[src/rtl/mult_div_if.sv]
// Handshake and data bundle between the pipeline control/datapath and the
// multiply/divide unit.
interface mult_div_if #(
    parameter int unsigned WIDTH = 32
);
    logic             start;
    logic [1:0]       op;
    logic [WIDTH-1:0] In1;
    logic [WIDTH-1:0] In2;
    logic             mthi;
    logic             mtlo;
    logic [WIDTH-1:0] wdata;
    logic [WIDTH-1:0] hi;
    logic [WIDTH-1:0] lo;
    logic             busy;
    logic             done;
    logic             div_zero;

    modport master (
        output start, op, In1, In2, mthi, mtlo, wdata,
        input  hi, lo, busy, done, div_zero
    );

    modport slave (
        input  start, op, In1, In2, mthi, mtlo, wdata,
        output hi, lo, busy, done, div_zero
    );
endinterface

[src/rtl/mult_div.sv]
// Iterative multiply/divide unit with architectural HI/LO registers.
// Operands are reduced to magnitudes at launch; one bit is processed per
// cycle (shift-add multiply or restoring divide), and a final cycle applies
// the sign correction and commits hi/lo.
module mult_div #(
    parameter int unsigned WIDTH = 32
) (
    input  logic       clock,
    input  logic       reset,
    mult_div_if.slave  bus
);
    localparam int unsigned CW = $clog2(WIDTH);

    typedef enum logic [1:0] {StIdle, StMul, StDiv, StFix} state_t;

    state_t             state_q;
    logic [CW-1:0]      count_q;
    logic               is_div_q;
    logic               neg_res_q;   // sign of product / quotient
    logic               neg_rem_q;   // sign of remainder (dividend sign)
    logic [WIDTH-1:0]   opnd_q;      // multiplicand (mul) or divisor (div)
    logic [WIDTH-1:0]   orig_in1_q;  // unnegated dividend for divide-by-zero
    logic [2*WIDTH-1:0] acc_q;       // {upper, lower} working register
    logic [WIDTH-1:0]   hi_q;
    logic [WIDTH-1:0]   lo_q;
    logic               busy_q;
    logic               done_q;
    logic               div_zero_q;

    logic               in_signed;
    logic               s1;
    logic               s2;
    logic [WIDTH-1:0]   mag1;
    logic [WIDTH-1:0]   mag2;
    logic [WIDTH:0]     mul_sum;
    logic [2*WIDTH-1:0] mul_next;
    logic [WIDTH:0]     div_shift;
    logic [WIDTH:0]     div_trial;
    logic [2*WIDTH-1:0] div_next;
    logic [2*WIDTH-1:0] prod_fixed;
    logic [WIDTH-1:0]   quo_fixed;
    logic [WIDTH-1:0]   rem_fixed;

    // Operand magnitudes and one iteration of each datapath.
    always_comb begin
        in_signed = ~bus.op[0];
        s1        = in_signed & bus.In1[WIDTH-1];
        s2        = in_signed & bus.In2[WIDTH-1];
        mag1      = s1 ? -bus.In1 : bus.In1;
        mag2      = s2 ? -bus.In2 : bus.In2;

        // Multiplier sits in the low half and is consumed LSB first.
        mul_sum   = {1'b0, acc_q[2*WIDTH-1:WIDTH]} +
                    {1'b0, (acc_q[0] ? opnd_q : {WIDTH{1'b0}})};
        mul_next  = {mul_sum, acc_q[WIDTH-1:1]};

        // Remainder in the high half, dividend/quotient shifting through the low half.
        div_shift = {acc_q[2*WIDTH-1:WIDTH], acc_q[WIDTH-1]};
        div_trial = div_shift - {1'b0, opnd_q};
        if (!div_trial[WIDTH]) begin
            div_next = {div_trial[WIDTH-1:0], acc_q[WIDTH-2:0], 1'b1};
        end else begin
            div_next = {div_shift[WIDTH-1:0], acc_q[WIDTH-2:0], 1'b0};
        end

        prod_fixed = neg_res_q ? -acc_q : acc_q;
        quo_fixed  = neg_res_q ? -acc_q[WIDTH-1:0] : acc_q[WIDTH-1:0];
        rem_fixed  = neg_rem_q ? -acc_q[2*WIDTH-1:WIDTH] : acc_q[2*WIDTH-1:WIDTH];
    end

    // Control FSM, iteration datapath and HI/LO architectural state.
    always_ff @(posedge clock) begin
        if (reset) begin
            state_q    <= StIdle;
            count_q    <= '0;
            is_div_q   <= 1'b0;
            neg_res_q  <= 1'b0;
            neg_rem_q  <= 1'b0;
            opnd_q     <= '0;
            orig_in1_q <= '0;
            acc_q      <= '0;
            hi_q       <= '0;
            lo_q       <= '0;
            busy_q     <= 1'b0;
            done_q     <= 1'b0;
            div_zero_q <= 1'b0;
        end else begin
            done_q     <= 1'b0;
            div_zero_q <= 1'b0;
            unique case (state_q)
                StIdle: begin
                    if (bus.start) begin
                        // start wins over a simultaneous mthi/mtlo
                        is_div_q   <= bus.op[1];
                        orig_in1_q <= bus.In1;
                        neg_res_q  <= s1 ^ s2;
                        neg_rem_q  <= s1;
                        count_q    <= '0;
                        busy_q     <= 1'b1;
                        if (bus.op[1]) begin
                            opnd_q  <= mag2;
                            acc_q   <= {{WIDTH{1'b0}}, mag1};
                            state_q <= StDiv;
                        end else begin
                            opnd_q  <= mag1;
                            acc_q   <= {{WIDTH{1'b0}}, mag2};
                            state_q <= StMul;
                        end
                    end else begin
                        if (bus.mthi) hi_q <= bus.wdata;
                        if (bus.mtlo) lo_q <= bus.wdata;
                    end
                end
                StMul, StDiv: begin
                    acc_q   <= (state_q == StMul) ? mul_next : div_next;
                    count_q <= count_q + 1'b1;
                    if (count_q == CW'(WIDTH - 1)) state_q <= StFix;
                end
                StFix: begin
                    if (!is_div_q) begin
                        {hi_q, lo_q} <= prod_fixed;
                    end else if (opnd_q == '0) begin
                        lo_q       <= '1;
                        hi_q       <= orig_in1_q;
                        div_zero_q <= 1'b1;
                    end else begin
                        // Overflow case (-2^(W-1) / -1) falls out of the negation naturally.
                        lo_q <= quo_fixed;
                        hi_q <= rem_fixed;
                    end
                    done_q  <= 1'b1;
                    busy_q  <= 1'b0;
                    state_q <= StIdle;
                end
                default: state_q <= StIdle;
            endcase
        end
    end

    assign bus.hi       = hi_q;
    assign bus.lo       = lo_q;
    assign bus.busy     = busy_q;
    assign bus.done     = done_q;
    assign bus.div_zero = div_zero_q;
endmodule

[src/flat_wrapper.sv]
// flat-port wrapper written by rule: the top's interface ports become plain ports
module mult_div_flat 
#(
    parameter int unsigned WIDTH = 32
)
  (clock, reset, bus_start, bus_op, bus_In1, bus_In2, bus_mthi, bus_mtlo, bus_wdata, bus_hi, bus_lo, bus_busy, bus_done, bus_div_zero);
  mult_div_if #(.WIDTH(WIDTH)) bus_i ();
  input  logic clock;
  input  logic reset;
  input wire logic [$bits(bus_i.start)-1:0] bus_start;
  input wire logic [$bits(bus_i.op)-1:0] bus_op;
  input wire logic [$bits(bus_i.In1)-1:0] bus_In1;
  input wire logic [$bits(bus_i.In2)-1:0] bus_In2;
  input wire logic [$bits(bus_i.mthi)-1:0] bus_mthi;
  input wire logic [$bits(bus_i.mtlo)-1:0] bus_mtlo;
  input wire logic [$bits(bus_i.wdata)-1:0] bus_wdata;
  output wire logic [$bits(bus_i.hi)-1:0] bus_hi;
  output wire logic [$bits(bus_i.lo)-1:0] bus_lo;
  output wire logic [$bits(bus_i.busy)-1:0] bus_busy;
  output wire logic [$bits(bus_i.done)-1:0] bus_done;
  output wire logic [$bits(bus_i.div_zero)-1:0] bus_div_zero;
  assign bus_i.start = bus_start;
  assign bus_i.op = bus_op;
  assign bus_i.In1 = bus_In1;
  assign bus_i.In2 = bus_In2;
  assign bus_i.mthi = bus_mthi;
  assign bus_i.mtlo = bus_mtlo;
  assign bus_i.wdata = bus_wdata;
  assign bus_hi = bus_i.hi;
  assign bus_lo = bus_i.lo;
  assign bus_busy = bus_i.busy;
  assign bus_done = bus_i.done;
  assign bus_div_zero = bus_i.div_zero;
  mult_div #(.WIDTH(WIDTH)) u_core (.clock(clock), .reset(reset), .bus(bus_i));
endmodule
[config.mk]
export PLATFORM = sky130hd
export DESIGN_NAME = mult_div_flat
export DESIGN_NICKNAME = d
export VERILOG_FILES = /design/src/rtl/mult_div_if.sv /design/src/rtl/mult_div.sv /design/src/flat_wrapper.sv
export SDC_FILE = /design/constraint.sdc
export NUM_CORES = 1
export LEC_CHECK = 0
export BUFFER_PORTS_ARGS = -buffer_cell sky130_fd_sc_hd__buf_2
export CAP_MARGIN = 20
export CORE_MARGIN = 2
export CORE_UTILIZATION = 45
export CTS_CLUSTER_SIZE = 25
export DETAILED_ROUTE_END_ITERATION = 6
export GPL_ROUTABILITY_DRIVEN = 0
export PLACE_DENSITY = 0.65
export RECOVER_POWER = 25
export SLEW_MARGIN = 40
export SYNTH_ARGS = -nofsm -noshare
export SYNTH_HDL_FRONTEND = slang
export SYNTH_SLANG_ARGS = --single-unit
[constraint.sdc]
create_clock -name clock -period 3.4 [get_ports clock]
set_input_delay 0.68 -clock clock [delete_from_list [all_inputs] [get_ports clock]]
set_output_delay 0.68 -clock clock [all_outputs]
set_load 0.01 [all_outputs]
==> results summary, run 1 <==
The number of max-cap violations came out at 0. The signal arrival time at the worst endpoint came out at 3.67 ns. The number of nets handed over by synthesis was 2511. For this configuration, the core starts out at a cell density of 45.3%. The count of buffering cells on the critical path with inverters included came out at 0. The cell area after technology mapping came out at 16900 sq um. The number of storage elements in the synthesis netlist came out at 205.

The run finished with clean final reports. Among all stages on the critical path, the largest delay is contributed by or4_4. The first routing iteration left between 2000 and 2500 violations. The worst setup path is of the flop to flop kind. The non-filler instance count after layout came out at 2999. The final global-route overflow total came out at 0. The CTS tree is yes.

The first-pass iteration count of the detailed router is 6. The worst hold path passes through 3 cells. The die boundary width is 198 um. The routed layout has between 15000 and 20000 vias.

In this run, synthesis inferred 0 flip-flops with an integrated enable. The worst register-to-register path ends at u_core.bus.hi[7]$_SDFFE_PP0P_. In the synthesized netlist the dominant register cell turns out to be dfxtp_1. The max-slew violation count came out at 0. The count of antenna diodes in the layout came out at 0. The DRC violation count after routing is 0. The peak supply drop came out at 0.413 mV. The maximum clock rate is slightly above 0.3 GHz.

The maximum number of pins on one net before global-route repair is approximately 120. The tightest slew margin relative to the limit came out at 45.2%. The worst-case clock buffer depth came out at 3. The number of antenna violations at the first check in global routing came out at 1. For this block, the routed nets add up to 66.9 mm of wire.

For this design the ratio of total power to cell area is approximately 800 nW/um^2. The boundary pin count came out at 170. The critical path capture point type is a flop. The number of placement rows is 71. The count of unique library cells instantiated by Yosys came out at between 70 and 80. The half-perimeter wire length after detailed placement is 51.5 mm. The slew at the pin closest to its max-slew limit is 0.816 ns.

The static leakage came out at 0.00786 uW. The ratio of cells with drive above 1 in the final layout came out at 14.8%. For the final database, setup skew stands at 0.0219 ns. The number of fill cells in the layout is 3687. The shortest period the worst path allows came out at 3.26 ns. The setup slack after placement came out at 0.0344 ns. The number of synthesis warnings came out at 0.

The worst path setup slack after routing came out at 0.139 ns. The worst hold path begins at bus_wdata[31]. The share of the cycle needed by the critical path after routing came out at 95.9%. In the routed layout, each cell is associated on average with a via count of around 6.3. The worst min-delay path endpoint is u_core.bus.hi[31]$_SDFFE_PP0P_. The via count of the first global-routing pass was 17200. The final-stage net count came out at 2685.

Across all register-to-register paths, the minimum setup slack is 0.14 ns. For the worst-skew pair, the clock arrives at the later sink with an insertion delay of 0.55 ns. The number of endpoints with negative hold slack in the final report came to 0.

The detail route stage leaves a number of antenna-violating nets equal to 0. The post-route setup TNS is 0 ns. The number of levels in the clock H-tree came out at 1. The top cell family by delay on the critical path is simple AND/OR/NAND/NOR gates.

The average detailed-routed wire length per instance is 22.3 um. Port buffering added 169 buffers. The data required time of the worst path came out at 3.81 ns. In the layout the commonest cells are 317 x nand2_1, 220 x nor2_1, 211 x a21oi_1. The signal on the critical path passes through or4_4 > or4_4 > or4_4 > or2_1 > o41ai_2 > xor2_1 > o21ai_1 > a2111oi_2 > nor4_1. The first global-routing pass estimated 100 mm of wire. The number of sinks driven by the clock tree came out at between 200 and 250. The number of setup violations in the final report came out at 0. After clock tree synthesis, the clock-pin slew on the worst setup and hold paths is about 0.07 ns. The floorplan die height is between 150 and 200 um. The peak fanout along the critical path came out at 4. The kind of start point of the critical path is a flop. Summing the sequential cell areas from Yosys gives between 20% and 30% of the chip area. The aggregate global-route resource usage came out at 32.8%. The synthesis-to-finish area growth came out at 17.4%. The average instance in the mapped netlist occupies roughly 7.2 sq um.

In this run the critical register-to-register path is launched from u_core.acc_q[8]$_SDFFE_PP0P_. The floorplan step defined a die boundary enclosing 39100 sq um. The tightest min-delay check is of the input pin to flop type.

The number of instances in the synthesized netlist came out at 2333. CTS placed an instance of clkbuf_16 at the clock tree root. The core footprint is 37300 sq um. Buffers inserted during clock tree synthesis total 24. The leading cell type in the layout, fill and taps excluded is nand2_1. The number of instances in the placed design came out at slightly below 3000. The number of cells on the worst reg-to-reg path came out at 9. The cell that appears most often on the critical path is or4_4.

The cell area after layout is 19800 sq um. The final hold slack is 0.401 ns. For this run, the slowest stage of the critical path takes around 0.55 ns. Of all flip-flops after synthesis, the portion carrying an async set or reset was 0%.

The post-place instance area came out at 18900 sq um.
-- Yosys cell counts (all sizes together) (62+ instances only) --
cell type  instances  area (sq um)
a211oi            67           503
a21oi            216          1080
clkbuf           156           586
dfxtp            205          4100
ha                73           913
inv               72           270
mux2i             70           701
nand2            319          1200
nor2             224           841
o21ai            146           731
xnor2            110           963
xor2              62           543
-- flip-flops by register name, indices dropped and copies added, names as in the netlist --
signal	flops
u_core.acc_q	64
u_core.bus.hi	32
u_core.bus.lo	32
u_core.opnd_q	32
u_core.orig_in1_q	32
u_core.count_q	5
u_core.state_q	2
u_core.bus.busy	1
u_core.bus.div_zero	1
u_core.bus.done	1
u_core.is_div_q	1
u_core.neg_rem_q	1
u_core.neg_res_q	1
-- per-stage QoR --
step | util (%) | total power, uW
3_3_place_gp | 50.6 | 12500
6_report | 53.2 | 15900
5_1_grt | 53.2 | 16700
4_1_cts | 53.0 | 15600
2_1_floorplan | - | 9240
3_5_place_dp | 50.6 | 12600
-- area by class of cell --
class                           count  area (sq um)  share of cell area (%)
Tap cell                          474           593                    2.99
Multi-Input combinational cell   1882         12000                    60.6
Inverter                           74           278                    1.40
Clock buffer                       30           663                    3.34
Sequential cell                   205          4110                    20.7
Timing Repair Buffer              320          1970                    9.91
Clock inverter                     14           221                    1.12
-- cell families (layout without fill, tap and decap cells) --
family / count (synthesis) / after routing / synth area share (%)
AOI/OAI and AO/OA: 736 / 736 / 28.4
muxes: 89 / 89 / 5.41
and+or+nand+nor: 810 / 810 / 21.9
DFF: 205 / 205 / 24.3
adders and majority gates: 75 / 75 / 5.64
buffers and inverters: 246 / 438 / 5.52
xor gates and xnor gates: 172 / 172 / 8.91
-- worst max-delay path by stage --
stage	from	end	slack (ns)	cells after the start
2_1_floorplan	u_core.acc_q[31]$_SDFFE_PP0P_	u_core.acc_q[42]$_SDFFE_PP0P_	0.06	14
3_3_place_gp	u_core.acc_q[0]$_SDFFE_PP0P_	u_core.acc_q[62]$_SDFFE_PP0P_	0.05	13
3_5_place_dp	bus_In2[0]	u_core.acc_q[31]$_SDFFE_PP0P_	0.03	10
4_1_cts	u_core.acc_q[0]$_SDFFE_PP0P_	u_core.acc_q[62]$_SDFFE_PP0P_	0.05	13
5_1_grt	u_core.opnd_q[22]$_SDFFE_PP0P_	u_core.acc_q[35]$_SDFFE_PP0P_	-0.005	12
6_report	u_core.acc_q[8]$_SDFFE_PP0P_	u_core.bus.hi[7]$_SDFFE_PP0P_	0.14	9
-- power by group --
part | switching, uW | internal, uW
Sequential | 728 | 3120
Combinational | 5730 | 3360
Clock | 1140 | 1770
Total | 7610 | 8240
-- layer usage --
layer / global-route usage [%] / vias up / wire, um
li1: - / 8831 / -
met1: 45.9 / 8998 / 28700
met2: 49.9 / 1041 / 28400
met3: 5.08 / 156 / 6600
met4: 14.0 / 2 / 3140
met5: 0 / - / 18
-- what timing repair did --
item | in CTS | in global routing
buffers inserted | 0 | 2
pin swaps | 0 | 7
endpoints found under the setup margin | 2 | 35
gates cloned | 0 | 1
gates resized for setup | 1 | 30
hold buffers | 0 | 0
hold endpoints to repair | 0 | 0
-- worst reg2reg max path: stages (launching register included) --
cell and delay (ns):
dfxtp_1 0.31, or4_4 0.55, or4_4 0.46, or4_4 0.54, or2_1 0.29, o41ai_2 0.32
xor2_1 0.17, o21ai_1 0.09, a2111oi_2 0.32, nor4_1 0.08
Power figures use the tool's default switching activity.
==> run 2: changes to the inputs <==
SETUP_SLACK_MARGIN = 0.4   (was not set)
SLEW_MARGIN = not set   (was 40)
==> run 2 against run 1 <==
Effect of this change: the run now ends with design-rule violations left; hold slack worse by 0.021 ns; non-clock buffer count is 79 higher; clock-buffer cell count is 2 higher; via count is 4.0% higher; die area stayed put; power is 7.4% higher; combinational power is 11% higher; first-iteration DRC count is 21% higher; maximum frequency is 4.1% higher; global-route usage is 0.94 points higher; sequential cell count stayed put.
==> results summary, run 2 (synthesized netlist as in run 1, its figures left out) <==
The number of max-cap violations is 0 (unchanged). The final routed wirelength across all metal layers is 71.2 mm (+6.4%). For this design, the slowest cell found on the critical path is or4_4. The final-stage net count is 2766 (+3.0%). The type of the worst setup path is flop to flop.

The ratio of routed vias to standard cells is 6.43 (+1.3%). The number of antenna violations at the first check in global routing is 1 (unchanged). The overall power consumption is 17000 uW (+7.4%). The wire length of the first global-routing pass came out at 103 mm (+2.7%). The power density normalized to cell area came out at 775 nW/um^2 (-3.0%). The DRC marker count from the first detailed-route iteration is 2609 (+21%). The DRC violation count after routing was 1 (+1). The maximum number of pins on one net before global-route repair is 119 (+1.7%). The cell area after layout came out at 22000 sq um (+11%). The tightest min-delay check is of the input pin to flop type. The peak fanout along the critical path came out at 6 (+2). The worst-case clock buffer depth was 3 (unchanged). The aggregate global-route resource usage is 33.7% (+0.94 points). The run finished, with violations left.

The number of endpoints with negative hold slack in the final report is 0 (unchanged). The maximum clock rate is 0.319 GHz (+4.1%). The die boundary width came to 198 um (unchanged). The highest cell delay on the worst timing path came to 0.53 ns (-0.02 ns).

The ratio of cells with drive above 1 in the final layout came out at 25.1% (+10 points). The average detailed-routed wire length per instance is 23.1 um (+3.6%). The count of port buffers added during placement came out at 169 (unchanged). The static leakage came out at 0.00857 uW (+9.0%). The floorplan die area is 39100 sq um (unchanged).

The post-layout utilization of the core is 58.9% (+5.7 points). The max-slew violation count came to 0 (unchanged). The data required time of the worst path is 3.83 ns (+0.02 ns). The shortest period the worst path allows came out at 3.13 ns (-0.127 ns). u_core.acc_q holds more flip-flops than any other register. The tightest slew margin relative to the limit is 30.7% (-15 points). The number of vias after detailed routing was 19800 (+4.0%). The floorplan die height came to 198 um (unchanged). The tree is rooted in a clkbuf_16.

STA classifies the critical path startpoint as a flop. The leading cell type in the layout, fill and taps excluded is nand2_1. The half-perimeter wire length after detailed placement came to 51.3 mm (-0.39%). The peak supply drop is 0.410 mV (-0.87%). The critical path goes through or4_4 > or4_4 > buf_6 > nor3_4 > nand4_1 > buf_4 > buf_6 > o21ai_1 > xnor2_1 > o211ai_1 > a311oi_1. The clock transition at the registers of the reported paths came to 0.06 ns (about the same).

The share of the cycle needed by the critical path after routing was 92.2% (-3.7 points). The number of instances in the placed design came out at 2944 (-0.27%). The number of placement rows is 71 (unchanged).

The count of buffering cells on the critical path with inverters included came out at 3 (+3). The number of setup violations in the final report is 0 (unchanged). The slew at the pin closest to its max-slew limit came out at 1.04 ns (+0.222 ns). The number of flip-flops in the largest register is 64 (unchanged).

The number of buffers inserted during clock tree synthesis is 26 (+8.3%). The via count of the first global-routing pass is 17700 (+2.6%). The final clock skew is 0.0141 ns (-0.00786 ns).

The number of sinks driven by the clock tree is 205 (unchanged). The core footprint is 37300 sq um (unchanged). The final hold slack is 0.380 ns (-0.0207 ns). Broken down by cell family, the worst path's largest delay share belongs to simple AND/OR/NAND/NOR gates. The CTS tree is yes.

The final reports fail on design-rule violations. The clock latency on the worst-skew pair is 0.57 ns (+0.02 ns). The boundary pin count came out at 170 (unchanged). The final global-route overflow total came out at 0 (unchanged). The first-pass iteration count of the detailed router is 7 (+1). The post-place instance area is 18900 sq um (-0.20%). In the layout the commonest cells are 315 x nand2_1, 202 x nor2_1, 196 x buf_4. The count of antenna diodes in the layout came out at 0 (unchanged). Compared with the post-synthesis result, the final layout area differs by 30.0%. The signal arrival time at the worst endpoint came to 3.56 ns (-0.11 ns). The initial cell density of the core is 45.3% (unchanged). The number of levels in the clock H-tree is 1 (unchanged).

The post-detailed-route count of antenna-violating nets came out at 0 (unchanged). Setup repair after global routing could not meet its margin everywhere. The non-filler instance count after layout came out at 3081 (+2.7%).

The worst setup path is captured at a flop.
run 2: changes by cell type in the layout (fill, tap and decap cells not counted), moves of 24 or more:
cell     previous run  this run
buf_4             147       196
ha_1               68        29
o21ai_0           138       100
ha_4                0        33
dfxtp_1           203       173
o21ai_1             7        32
buf_6               0        24
run 2: path summary, 6_finish.rpt:
path | start | end | slack (ns) | depth (start not counted)
hold reg to reg | u_core.bus.hi[19]$_SDFFE_PP0P_ | u_core.bus.hi[19]$_SDFFE_PP0P_ | 0.44 | 2
hold / removal | bus_wdata[31] | u_core.bus.hi[31]$_SDFFE_PP0P_ | 0.38 | 3
setup / recovery | u_core.acc_q[8]$_SDFFE_PP0P_ | u_core.bus.hi[2]$_SDFFE_PP0P_ | 0.27 | 11
setup reg to reg | u_core.acc_q[8]$_SDFFE_PP0P_ | u_core.bus.hi[2]$_SDFFE_PP0P_ | 0.27 | 11
run 2: through the flow:
stage / worst slack, ns / setup TNS [ns]
2_1_floorplan: 0.283 / 0
3_3_place_gp: 0.0186 / 0
3_5_place_dp: -0.0573 / -0.162
4_1_cts: 0.287 / 0
5_1_grt: 0.187 / 0
6_report: 0.266 / 0
run 2: metal layers:
layer | track usage [%] | vias up | share of wire, %
met5 | 0 | - | 0.017
met2 | 51.2 | 1177 | 43
met1 | 46.1 | 9350 | 41
li1 | - | 9011 | -
met4 | 15.1 | 2 | 5.6
met3 | 6.80 | 256 | 11
run 2: worst register-to-register path: cells and delay by family, from the launching register on:
| family | cells | cell delay (ns) |
|---|---|---|
| AO/OA/AOI/OAI | 3 | 0.71 |
| flip-flops | 1 | 0.31 |
| XOR/XNOR | 1 | 0.08 |
| AND/OR/NAND/NOR | 4 | 1.43 |
| buffers and inverters | 3 | 0.46 |
run 2: layout make-up:
type	count	area [sq um]
timing repair buffer	399	2750
fill	3317	15300
sequential	205	4170
clock inverter	15	191
clock buffer	32	723
tap	474	593
multi-input combinational	1882	13300
inverter	74	288
run 2: power by group:
group / leakage, uW / switching, uW / internal (uW)
clock network: 0.000436 / 1190 / 1750
registers: 0.00170 / 838 / 3130
logic: 0.00643 / 6110 / 4010
total: 0.00857 / 8140 / 8890
run 2: timing repair:
action,4_1_cts,5_1_grt
cloned,5,1
pin swaps,42,114
buffers inserted,30,54
hold buffers,0,0
setup endpoints to repair,57,69
resized for setup,131,251
